<file path="config.mk">
export PLATFORM = sky130hd
export DESIGN_NAME = coeff_token_pipe_dec_flat
export DESIGN_NICKNAME = d
export VERILOG_FILES = /design/src/rtl/coeff_token_pipe_dec_if.sv /design/src/rtl/coeff_token_pipe_dec.sv /design/src/flat_wrapper.sv
export SDC_FILE = /design/constraint.sdc
export NUM_CORES = 1
export LEC_CHECK = 0
export CORE_MARGIN = 5
export CORE_UTILIZATION = 40
export DETAILED_ROUTE_END_ITERATION = 6
export PLACE_DENSITY = 0.67
export SLEW_MARGIN = 20
export SYNTH_ARGS = -nofsm -noshare
export SYNTH_HDL_FRONTEND = slang
export SYNTH_SLANG_ARGS = --single-unit
</file>
<file path="constraint.sdc">
create_clock -name clk -period 4.7 [get_ports clk]
set_input_delay 0.705 -clock clk [delete_from_list [all_inputs] [get_ports clk]]
set_output_delay 0.705 -clock clk [all_outputs]
set_load 0.005 [all_outputs]
</file>
<file path="src/rtl/coeff_token_pipe_dec_if.sv">
// Valid/ready handshake bundle for the coeff_token decoder: input window + nC, decoded token out.
interface coeff_token_pipe_dec_if #(
    parameter int unsigned WIN_W = 16
);
    logic             in_valid;
    logic             in_ready;
    logic [WIN_W-1:0] in_bits;
    logic [5:0]       in_nc;
    logic             out_valid;
    logic             out_ready;
    logic [4:0]       out_tc;
    logic [1:0]       out_t1;
    logic [3:0]       out_len;
    logic             out_err;

    // Upstream/downstream side driving windows and consuming tokens
    modport master (
        output in_valid, in_bits, in_nc, out_ready,
        input  in_ready, out_valid, out_tc, out_t1, out_len, out_err
    );

    // Decoder side
    modport slave (
        input  in_valid, in_bits, in_nc, out_ready,
        output in_ready, out_valid, out_tc, out_t1, out_len, out_err
    );
endinterface

</file>
<file path="src/rtl/coeff_token_pipe_dec.sv">
// Two-stage coeff_token decoder (chroma-DC and 6-bit FLC tables) with a token counter.
// S1 captures the top window byte, nC class and leading-zero count; S2 does the lookup.
module coeff_token_pipe_dec #(
    parameter int unsigned WIN_W = 16,
    parameter int unsigned CNT_W = 16
) (
    input  logic                 clk,
    input  logic                 rst_n,
    coeff_token_pipe_dec_if.slave bus,
    input  logic                 clr_cnt,
    output logic [CNT_W-1:0]     tok_cnt
);
    localparam int unsigned TOP_W = 8;
    localparam int unsigned LZ_W  = 3;
    localparam int unsigned TC_W  = 5;
    localparam int unsigned T1_W  = 2;
    localparam int unsigned LEN_W = 4;

    typedef enum logic [1:0] {
        CLS_CDC   = 2'd0,
        CLS_FLC   = 2'd1,
        CLS_UNSUP = 2'd2
    } nc_cls_e;

    typedef struct packed {
        logic [TC_W-1:0]  tc;
        logic [T1_W-1:0]  t1;
        logic [LEN_W-1:0] len;
        logic             err;
    } tok_t;

    // Stage registers
    logic             s1_valid_q, s1_valid_d;
    logic [TOP_W-1:0] s1_bits_q, s1_bits_d;
    logic [LZ_W-1:0]  s1_lz_q, s1_lz_d;
    nc_cls_e          s1_cls_q, s1_cls_d;
    logic             out_valid_q, out_valid_d;
    tok_t             out_tok_q, out_tok_d;
    logic [CNT_W-1:0] cnt_q, cnt_d;

    logic             s1_adv_c;
    logic             s2_adv_c;
    logic [TOP_W-1:0] win_top_c;
    logic [LZ_W-1:0]  lz_c;
    nc_cls_e          cls_c;
    tok_t             dec_c;

    assign win_top_c = bus.in_bits[WIN_W-1 -: TOP_W];

    // Window bits below the top byte only exist for upstream alignment
    generate
        if (WIN_W > TOP_W) begin : g_low_bits
            logic unused_low_bits;
            assign unused_low_bits = ^bus.in_bits[WIN_W-TOP_W-1:0];
        end
    endgenerate

    // Ready chain: S2 frees when empty or draining, S1 frees when empty or moving into S2
    assign s2_adv_c     = !out_valid_q || bus.out_ready;
    assign s1_adv_c     = !s1_valid_q || s2_adv_c;
    assign bus.in_ready = s1_adv_c;

    // Leading-zero count of the top byte, saturating at 7
    always_comb begin
        lz_c = 3'd7;
        casez (win_top_c)
            8'b1???????: lz_c = 3'd0;
            8'b01??????: lz_c = 3'd1;
            8'b001?????: lz_c = 3'd2;
            8'b0001????: lz_c = 3'd3;
            8'b00001???: lz_c = 3'd4;
            8'b000001??: lz_c = 3'd5;
            8'b0000001?: lz_c = 3'd6;
            default:     lz_c = 3'd7;
        endcase
    end

    // nC class: -1 is chroma DC, >= 8 is the fixed-length table, everything else unsupported
    always_comb begin
        cls_c = CLS_UNSUP;
        if (bus.in_nc == 6'h3F) begin
            cls_c = CLS_CDC;
        end else if (!bus.in_nc[5] && (bus.in_nc[4:3] != 2'b00)) begin
            cls_c = CLS_FLC;
        end
    end

    // S1 next state: capture a new window whenever the stage can advance
    always_comb begin
        s1_valid_d = s1_valid_q;
        s1_bits_d  = s1_bits_q;
        s1_lz_d    = s1_lz_q;
        s1_cls_d   = s1_cls_q;
        if (s1_adv_c) begin
            s1_valid_d = bus.in_valid;
            if (bus.in_valid) begin
                s1_bits_d = win_top_c;
                s1_lz_d   = lz_c;
                s1_cls_d  = cls_c;
            end
        end
    end

    // S2 table lookup from the S1 registers; errors force the payload to zero
    always_comb begin
        logic [3:0] flc_x;
        logic [1:0] flc_y;
        dec_c = '0;
        flc_x = s1_bits_q[7:4];
        flc_y = s1_bits_q[3:2];
        unique case (s1_cls_q)
            CLS_CDC: begin
                unique case (s1_lz_q)
                    3'd0: dec_c = '{tc: 5'd1, t1: 2'd1, len: 4'd1, err: 1'b0};
                    3'd1: dec_c = '{tc: 5'd0, t1: 2'd0, len: 4'd2, err: 1'b0};
                    3'd2: dec_c = '{tc: 5'd2, t1: 2'd2, len: 4'd3, err: 1'b0};
                    3'd3: begin
                        unique case (s1_bits_q[3:2])
                            2'b00:   dec_c = '{tc: 5'd2, t1: 2'd0, len: 4'd6, err: 1'b0};
                            2'b01:   dec_c = '{tc: 5'd3, t1: 2'd3, len: 4'd6, err: 1'b0};
                            2'b10:   dec_c = '{tc: 5'd2, t1: 2'd1, len: 4'd6, err: 1'b0};
                            default: dec_c = '{tc: 5'd1, t1: 2'd0, len: 4'd6, err: 1'b0};
                        endcase
                    end
                    3'd4: begin
                        if (s1_bits_q[2]) dec_c = '{tc: 5'd3, t1: 2'd0, len: 4'd6, err: 1'b0};
                        else              dec_c = '{tc: 5'd4, t1: 2'd0, len: 4'd6, err: 1'b0};
                    end
                    3'd5: begin
                        if (s1_bits_q[1]) dec_c = '{tc: 5'd3, t1: 2'd1, len: 4'd7, err: 1'b0};
                        else              dec_c = '{tc: 5'd3, t1: 2'd2, len: 4'd7, err: 1'b0};
                    end
                    3'd6: begin
                        if (s1_bits_q[0]) dec_c = '{tc: 5'd4, t1: 2'd1, len: 4'd8, err: 1'b0};
                        else              dec_c = '{tc: 5'd4, t1: 2'd2, len: 4'd8, err: 1'b0};
                    end
                    default: dec_c = '{tc: 5'd4, t1: 2'd3, len: 4'd7, err: 1'b0};
                endcase
            end
            CLS_FLC: begin
                if ({flc_x, flc_y} == 6'b000011) begin
                    dec_c = '{tc: 5'd0, t1: 2'd0, len: 4'd6, err: 1'b0};
                end else begin
                    dec_c.tc  = TC_W'(flc_x) + 5'd1;
                    dec_c.t1  = flc_y;
                    dec_c.len = 4'd6;
                    dec_c.err = (TC_W'(flc_y) > dec_c.tc);
                end
            end
            default: dec_c.err = 1'b1;
        endcase
        if (dec_c.err) begin
            dec_c.tc  = '0;
            dec_c.t1  = '0;
            dec_c.len = '0;
        end
    end

    // S2 next state: load a decoded token when advancing, otherwise hold
    always_comb begin
        out_valid_d = out_valid_q;
        out_tok_d   = out_tok_q;
        if (s2_adv_c) begin
            out_valid_d = s1_valid_q;
            if (s1_valid_q) begin
                out_tok_d = dec_c;
            end
        end
    end

    // Token counter: counts error-free deliveries, wraps, clear has priority
    always_comb begin
        cnt_d = cnt_q;
        if (clr_cnt) begin
            cnt_d = '0;
        end else if (out_valid_q && bus.out_ready && !out_tok_q.err) begin
            cnt_d = cnt_q + CNT_W'(1);
        end
    end

    // State registers; reset empties both stages at once
    always_ff @(posedge clk or negedge rst_n) begin
        if (!rst_n) begin
            s1_valid_q  <= 1'b0;
            s1_bits_q   <= '0;
            s1_lz_q     <= '0;
            s1_cls_q    <= CLS_UNSUP;
            out_valid_q <= 1'b0;
            out_tok_q   <= '0;
            cnt_q       <= '0;
        end else begin
            s1_valid_q  <= s1_valid_d;
            s1_bits_q   <= s1_bits_d;
            s1_lz_q     <= s1_lz_d;
            s1_cls_q    <= s1_cls_d;
            out_valid_q <= out_valid_d;
            out_tok_q   <= out_tok_d;
            cnt_q       <= cnt_d;
        end
    end

    assign bus.out_valid = out_valid_q;
    assign bus.out_tc    = out_tok_q.tc;
    assign bus.out_t1    = out_tok_q.t1;
    assign bus.out_len   = out_tok_q.len;
    assign bus.out_err   = out_tok_q.err;
    assign tok_cnt       = cnt_q;
endmodule
</file>
<file path="src/flat_wrapper.sv">
// flat-port wrapper written by rule: the top's interface ports become plain ports
module coeff_token_pipe_dec_flat 
#(
    parameter int unsigned WIN_W = 16,
    parameter int unsigned CNT_W = 16
)
  (clk, rst_n, clr_cnt, tok_cnt, bus_in_valid, bus_in_bits, bus_in_nc, bus_out_ready, bus_in_ready, bus_out_valid, bus_out_tc, bus_out_t1, bus_out_len, bus_out_err);
  coeff_token_pipe_dec_if #(.WIN_W(WIN_W)) bus_i ();
  input  logic clk;
  input  logic rst_n;
  input  logic clr_cnt;
  output logic [CNT_W-1:0] tok_cnt;
  input wire logic [$bits(bus_i.in_valid)-1:0] bus_in_valid;
  input wire logic [$bits(bus_i.in_bits)-1:0] bus_in_bits;
  input wire logic [$bits(bus_i.in_nc)-1:0] bus_in_nc;
  input wire logic [$bits(bus_i.out_ready)-1:0] bus_out_ready;
  output wire logic [$bits(bus_i.in_ready)-1:0] bus_in_ready;
  output wire logic [$bits(bus_i.out_valid)-1:0] bus_out_valid;
  output wire logic [$bits(bus_i.out_tc)-1:0] bus_out_tc;
  output wire logic [$bits(bus_i.out_t1)-1:0] bus_out_t1;
  output wire logic [$bits(bus_i.out_len)-1:0] bus_out_len;
  output wire logic [$bits(bus_i.out_err)-1:0] bus_out_err;
  assign bus_i.in_valid = bus_in_valid;
  assign bus_i.in_bits = bus_in_bits;
  assign bus_i.in_nc = bus_in_nc;
  assign bus_i.out_ready = bus_out_ready;
  assign bus_in_ready = bus_i.in_ready;
  assign bus_out_valid = bus_i.out_valid;
  assign bus_out_tc = bus_i.out_tc;
  assign bus_out_t1 = bus_i.out_t1;
  assign bus_out_len = bus_i.out_len;
  assign bus_out_err = bus_i.out_err;
  coeff_token_pipe_dec #(.WIN_W(WIN_W), .CNT_W(CNT_W)) u_core (.clk(clk), .rst_n(rst_n), .bus(bus_i), .clr_cnt(clr_cnt), .tok_cnt(tok_cnt));
endmodule
</file>
== Word level (Yosys, flattened, before mapping) ==
Index checks and enable logic that the tools add are counted.
W data, S select, Z words.

* Add/sub/neg operators: 2
* $lt $le $gt $ge: 1
* Equality and inequality tests: 17
* Muxes and demuxes: 14
* Reductions and logical operators: 16

{| class="wikitable"
|+ Operators by type and width
! kind !! count
|-
| $pmux W12 S7 || 1
|-
| $mux W16 || 2
|-
| $pmux W9 S3 || 1
|-
| $pmux W11 S2 || 1
|-
| $pmux W3 S7 || 1
|-
| $add A16 B1 Y16 const B || 1
|-
| $mux W7 || 2
|-
| $mux W12 || 1
|-
| $mux W11 || 1
|-
| $mux W10 || 1
|-
| $eq A3 B3 Y1 const B || 3
|-
| $eq A7 B1 Y1 const B || 1
|-
| $eq A2 B1 Y1 const B || 3
|-
| $eq A3 B1 Y1 const B || 2
|-
| $eq A3 B2 Y1 const B || 2
|-
| $eq A6 B1 Y1 const B || 1
|-
| $eq A6 B2 Y1 const B || 1
|-
| $eq A6 B6 Y1 const B || 1
|-
| $add A4 B1 Y5 const B || 1
|-
| $eq A5 B1 Y1 const B || 1
|-
| $gt A2 B5 Y1 || 1
|-
| $eq A4 B1 Y1 const B || 1
|-
| $logic_not A1 Y1 || 4
|-
| $logic_not A2 Y1 || 2
|-
| 8 further kinds || 14
|}

* Register bits: 43
* Input bits: 27
* Output and inout port bits: 30
* Logic and storage cells: 60

== Depth between registers and ports, before layout ==
* Depth after elaboration: 5
* Depth in mapped cells: 8
* Gate-level depth less buffers: 8

== Worst setup path before layout ==
Ideal clock, no wire load.

* Path kind: reg2reg
* From: register u_core.s1_bits_q[4]
* To: register u_core.out_tok_q, in the netlist u_core.bus.out_len[1]
* Library setup time: 0.148 ns
* Arrival: 1.873 ns
* Data required time: 4.552 ns
* Path slack: 2.679 ns
* Cell stages (with the launch flop): 9
* Path buffers: 0
* Clock period less this slack: 2.021 ns
* Path through: dfrtp_1 inv_1 ha_1 inv_1 ha_1 nor2b_1 o2111ai_1 o31ai_1 o21ai_0

* Cells in the longest elaborated chain, start to end: 5
* Elaborated cells on any way between the ends: 6
* Classes of those cells: add/sub: 1; order compare: 1; eq/ne: 1; mux: 3

{| class="wikitable"
|+ RTL lines
! what !! RTL line !! RTL
|-
| start, declared || coeff_token_pipe_dec.sv:34 || <nowiki>logic [TOP_W-1:0] s1_bits_q, s1_bits_d;</nowiki>
|-
| start signal, assigned || coeff_token_pipe_dec.sv:193 || <nowiki>s1_bits_q <= s1_bits_d;</nowiki>
|-
| $add A4 B1 Y5 || coeff_token_pipe_dec.sv:144 || <nowiki>dec_c.tc = TC_W'(flc_x) + 5'd1;</nowiki>
|-
| $gt A2 B5 Y1 || coeff_token_pipe_dec.sv:147 || <nowiki>dec_c.err = (TC_W'(flc_y) > dec_c.tc);</nowiki>
|-
| $mux W12 (*) || coeff_token_pipe_dec.sv:141 || <nowiki>if ({flc_x, flc_y} == 6'b000011) begin</nowiki>
|-
| $pmux W1 S2 (*) || coeff_token_pipe_dec.sv:111 || <nowiki>unique case (s1_cls_q)</nowiki>
|-
| $mux W11 (*) || coeff_token_pipe_dec.sv:152 || <nowiki>if (dec_c.err) begin</nowiki>
|-
| end signal, assigned || coeff_token_pipe_dec.sv:197 || <nowiki>out_tok_q <= out_tok_d;</nowiki>
|-
| end, declared || coeff_token_pipe_dec.sv:38 || <nowiki>tok_t out_tok_q, out_tok_d;</nowiki>
|}

Every way passes the cells marked *; elsewhere a longest branch is shown, timed or not.
A chain may end at the register's enable or synchronous reset.

== Final worst setup path ==
* From: input port bus_out_ready
* To: output port bus_in_ready

* Cells in the longest elaborated chain, start to end: 2

{| class="wikitable"
|+ RTL lines
! what !! RTL line !! RTL
|-
| start, declared || flat_wrapper.sv:16 || <nowiki>input wire logic [$bits(bus_i.out_ready)-1:0] bus_out_ready;</nowiki>
|-
| $logic_or A1 B1 Y1 || coeff_token_pipe_dec.sv:59 || <nowiki>assign s2_adv_c = !out_valid_q || bus.out_ready;</nowiki>
|-
| $logic_or A1 B1 Y1 || coeff_token_pipe_dec.sv:60 || <nowiki>assign s1_adv_c = !s1_valid_q || s2_adv_c;</nowiki>
|-
| end, declared || flat_wrapper.sv:17 || <nowiki>output wire logic [$bits(bus_i.in_ready)-1:0] bus_in_ready;</nowiki>
|}

No other way between the ends.

==> metrics <==
total power 936 uW; Max Cap Viol 0; Yosys warning count 0; reg2reg path depth 8; critical path class primary input to output pin; Relative slew margins 39.5%; die area 7380 um^2; worst-path cell chain clkdlybuf4s50_1 > nand3b_1 > clkdlybuf4s50_1; R2R Setup Slk 2.12 ns; Root Driver clkbuf_8; ranking of synthesized cells by area dfrtp_1 (46%), nand2_1 (4.9%), mux2_2 (3.9%); vias in the first global route 1669; Hold Fails Final Rpt 0; per-cell routed wire length 13.8 um; GRT Residual Overflow 0; r2r startpoint u_core.s1_bits_q[4]; setup tns final 0 ns; number of diodes 0; Layout area overhead 28.3%; Max FO, Critical Path 5; nets 317; VDD IR max 0.000125 V; Fmax 0.366 GHz; number of setup violations in the final report 0; Critical Path RT 3.99 ns; DP Worst Slack 1.96 ns; RePlAce Congestion 0.799; Cell Area, Synth 2300 um^2; EDFF count, synth 0; Min-Delay Path Class primary input to asynchronous set/reset pin; Pwr per Cell Area 316 nW/um^2; final worst-path setup slack 1.97 ns; Fin Hold WS 0.378 ns; TritonCTS buffer count 5; worst r2r dst u_core.bus.out_t1[0]; Primary FF master, synth dfrtp_1; gr usage total 13.6%; minimum clock period 2.73 ns; Slowest-stage cell, CP clkdlybuf4s50_1; CTS resizes 0; ratio of final minimum period to clock period 58.1%; Sink Count 43; RSZ-0062 raised after global routing no; top cell type's share of synthesized area 45.6%; routed wire length 4.90 mm; I/O pin count 57; startpoint types primary input; row count 27; async set or reset register ratio after synthesis 100%; layout cell share with drive strength beyond 1 8.45%; largest area contributor in the netlist dfrtp_1; most frequent cell on the critical path clkdlybuf4s50_1; first-pass GRT wire length 8.13 mm; Syn Area/Cell 9.72 um^2; WP data arrival 2.02 ns; final core occ 53.4%; static leakage 1.24 nW; register area share after synthesis 46.7%; Clk Latency, worst-skew pair 0.30 ns; setup bufs post-CTS 0; Crit path largest cell delay 0.59 ns; clk_skew 0.0113 ns; H-tree levels 2; top-count cell post-synth dfrtp_1; CP Capture Type output pin; largest net degree at the start of global routing 44; Post-Synthesis Cells 237; library cells used by synthesis 51; Max clock buf depth 2; CTS tree done; Detail Placement HPWL 3.60 mm; Initial DRC Count 110; DR DRC count 0; initial antenna violation count 0; remaining antenna violation count 0; Slew Viols, Final 0; detailed-route via count 1866; outcome finished, final reports clean; Via density 5.24; hold_buf cts 0; total core area 5540 um^2; Synth top cells by count dfrtp_1 (42), nand2_1 (30), o21ai_0 (16), nor2_1 (15), inv_1 (12); CP Launch Point bus_out_ready; Buf/Inv on CP 2; Die W 85.9 um; clk slew on worst S/H paths 0.08 ns; I/O Buffers 48; Worst path depth 3; initial core utilization 41.6%; Largest delay share family, worst path buffers and inverters; worst-margin pin slew 0.899 ns; Die Y 85.9 um; Syn Nets 271; DR pass1 iterations 6; Synth Register Bits 43
worst register-to-register path: cells and delay by family (launching register included):
family | cells | cell delay, ns
flip-flops | 1 | 0.40
AO/OA/AOI/OAI | 3 | 1.11
adder cells (fa/ha/maj) | 2 | 0.61
buffers and inverters | 2 | 0.15
AND/OR/NAND/NOR | 1 | 0.13
layer usage:
| metal | vias to the layer above | track usage (%) | wire length [um] |
|---|---|---|---|
| met1 | 881 | 18.7 | 2310 |
| met5 | - | 0 | 0 |
| met4 | 0 | 4.89 | 63 |
| met2 | 50 | 20.6 | 2210 |
| met3 | 5 | 3.65 | 319 |
| li1 | 930 | - | - |
area by class of cell:
type                       instances  area, um^2
timing repair buffer              49         503
sequential                        43        1080
fill                             514        2580
tap                               72        90.1
multi-input combinational        172        1120
inverter                          12        45.0
clock inverter                     2        35.0
clock buffer                       6        82.6
where the power goes:
part           total (mW)  switching [mW]  leakage [nW]  internal (mW)
clock network       0.299           0.127        0.0612          0.172
logic               0.191          0.0841         0.619          0.107
registers           0.446          0.0406         0.560          0.406
total               0.936           0.251          1.24          0.684
flip-flops by register name, summed over array words and instances (netlist names):
name                  flops
u_core.tok_cnt           16
u_core.s1_bits_q          8
u_core.bus.out_tc         5
u_core.bus.out_len        4
u_core.s1_lz_q            3
u_core.bus.out_t1         2
u_core.s1_cls_q           2
u_core.bus.out_err        1
u_core.bus.out_valid      1
u_core.s1_valid_q         1
cells in the final DEF, fill, tap and decap left out, drive strengths merged, types with 2 or more instances in the layout:
master         instances
dfrtp                 42
nand2                 30
nand4b                 2
xnor2                  7
o31ai                  7
nor3                   3
nor2                  15
a22oi                  3
o21ai                 16
nor3b                  3
clkdlybuf4s50         47
nor2b                  7
clkbuf                 6
and3                   2
or3                    3
mux2                   8
inv                   12
xor2                   5
or2                    2
nand3                  8
nand2b                 2
buf                    2
a21oi                 10
o2111ai                2
o211ai                 3
or4                    5
nand4                  6
ha                     7
per-stage QoR:
step	area (um^2)	cells
6_report	2960	356
5_1_grt	2960	356
4_1_cts	2930	355
3_5_place_dp	2810	347
3_3_place_gp	2810	347
2_1_floorplan	2300	237
worst max path at each step:
| stage | endpoint | slack (ns) |
|---|---|---|
| 2_1_floorplan | u_core.bus.out_len[1] | 2.68 |
| 3_3_place_gp | bus_in_ready | 1.97 |
| 3_5_place_dp | bus_in_ready | 1.96 |
| 4_1_cts | bus_in_ready | 1.95 |
| 5_1_grt | u_core.bus.out_tc[0] | 1.89 |
| 6_report | bus_in_ready | 1.97 |
cells by family after synthesis:
logic type,Yosys count,share of synthesized area [%]
AND/OR/NAND/NOR,95,22.5
buffers and inverters,22,4.45
XOR/XNOR,12,4.56
multiplexers,9,4.34
adder cells (fa/ha/maj),7,3.80
flip-flops,43,46.7
AO/OA/AOI/OAI,49,13.6
Power figures use the tool's default switching activity.
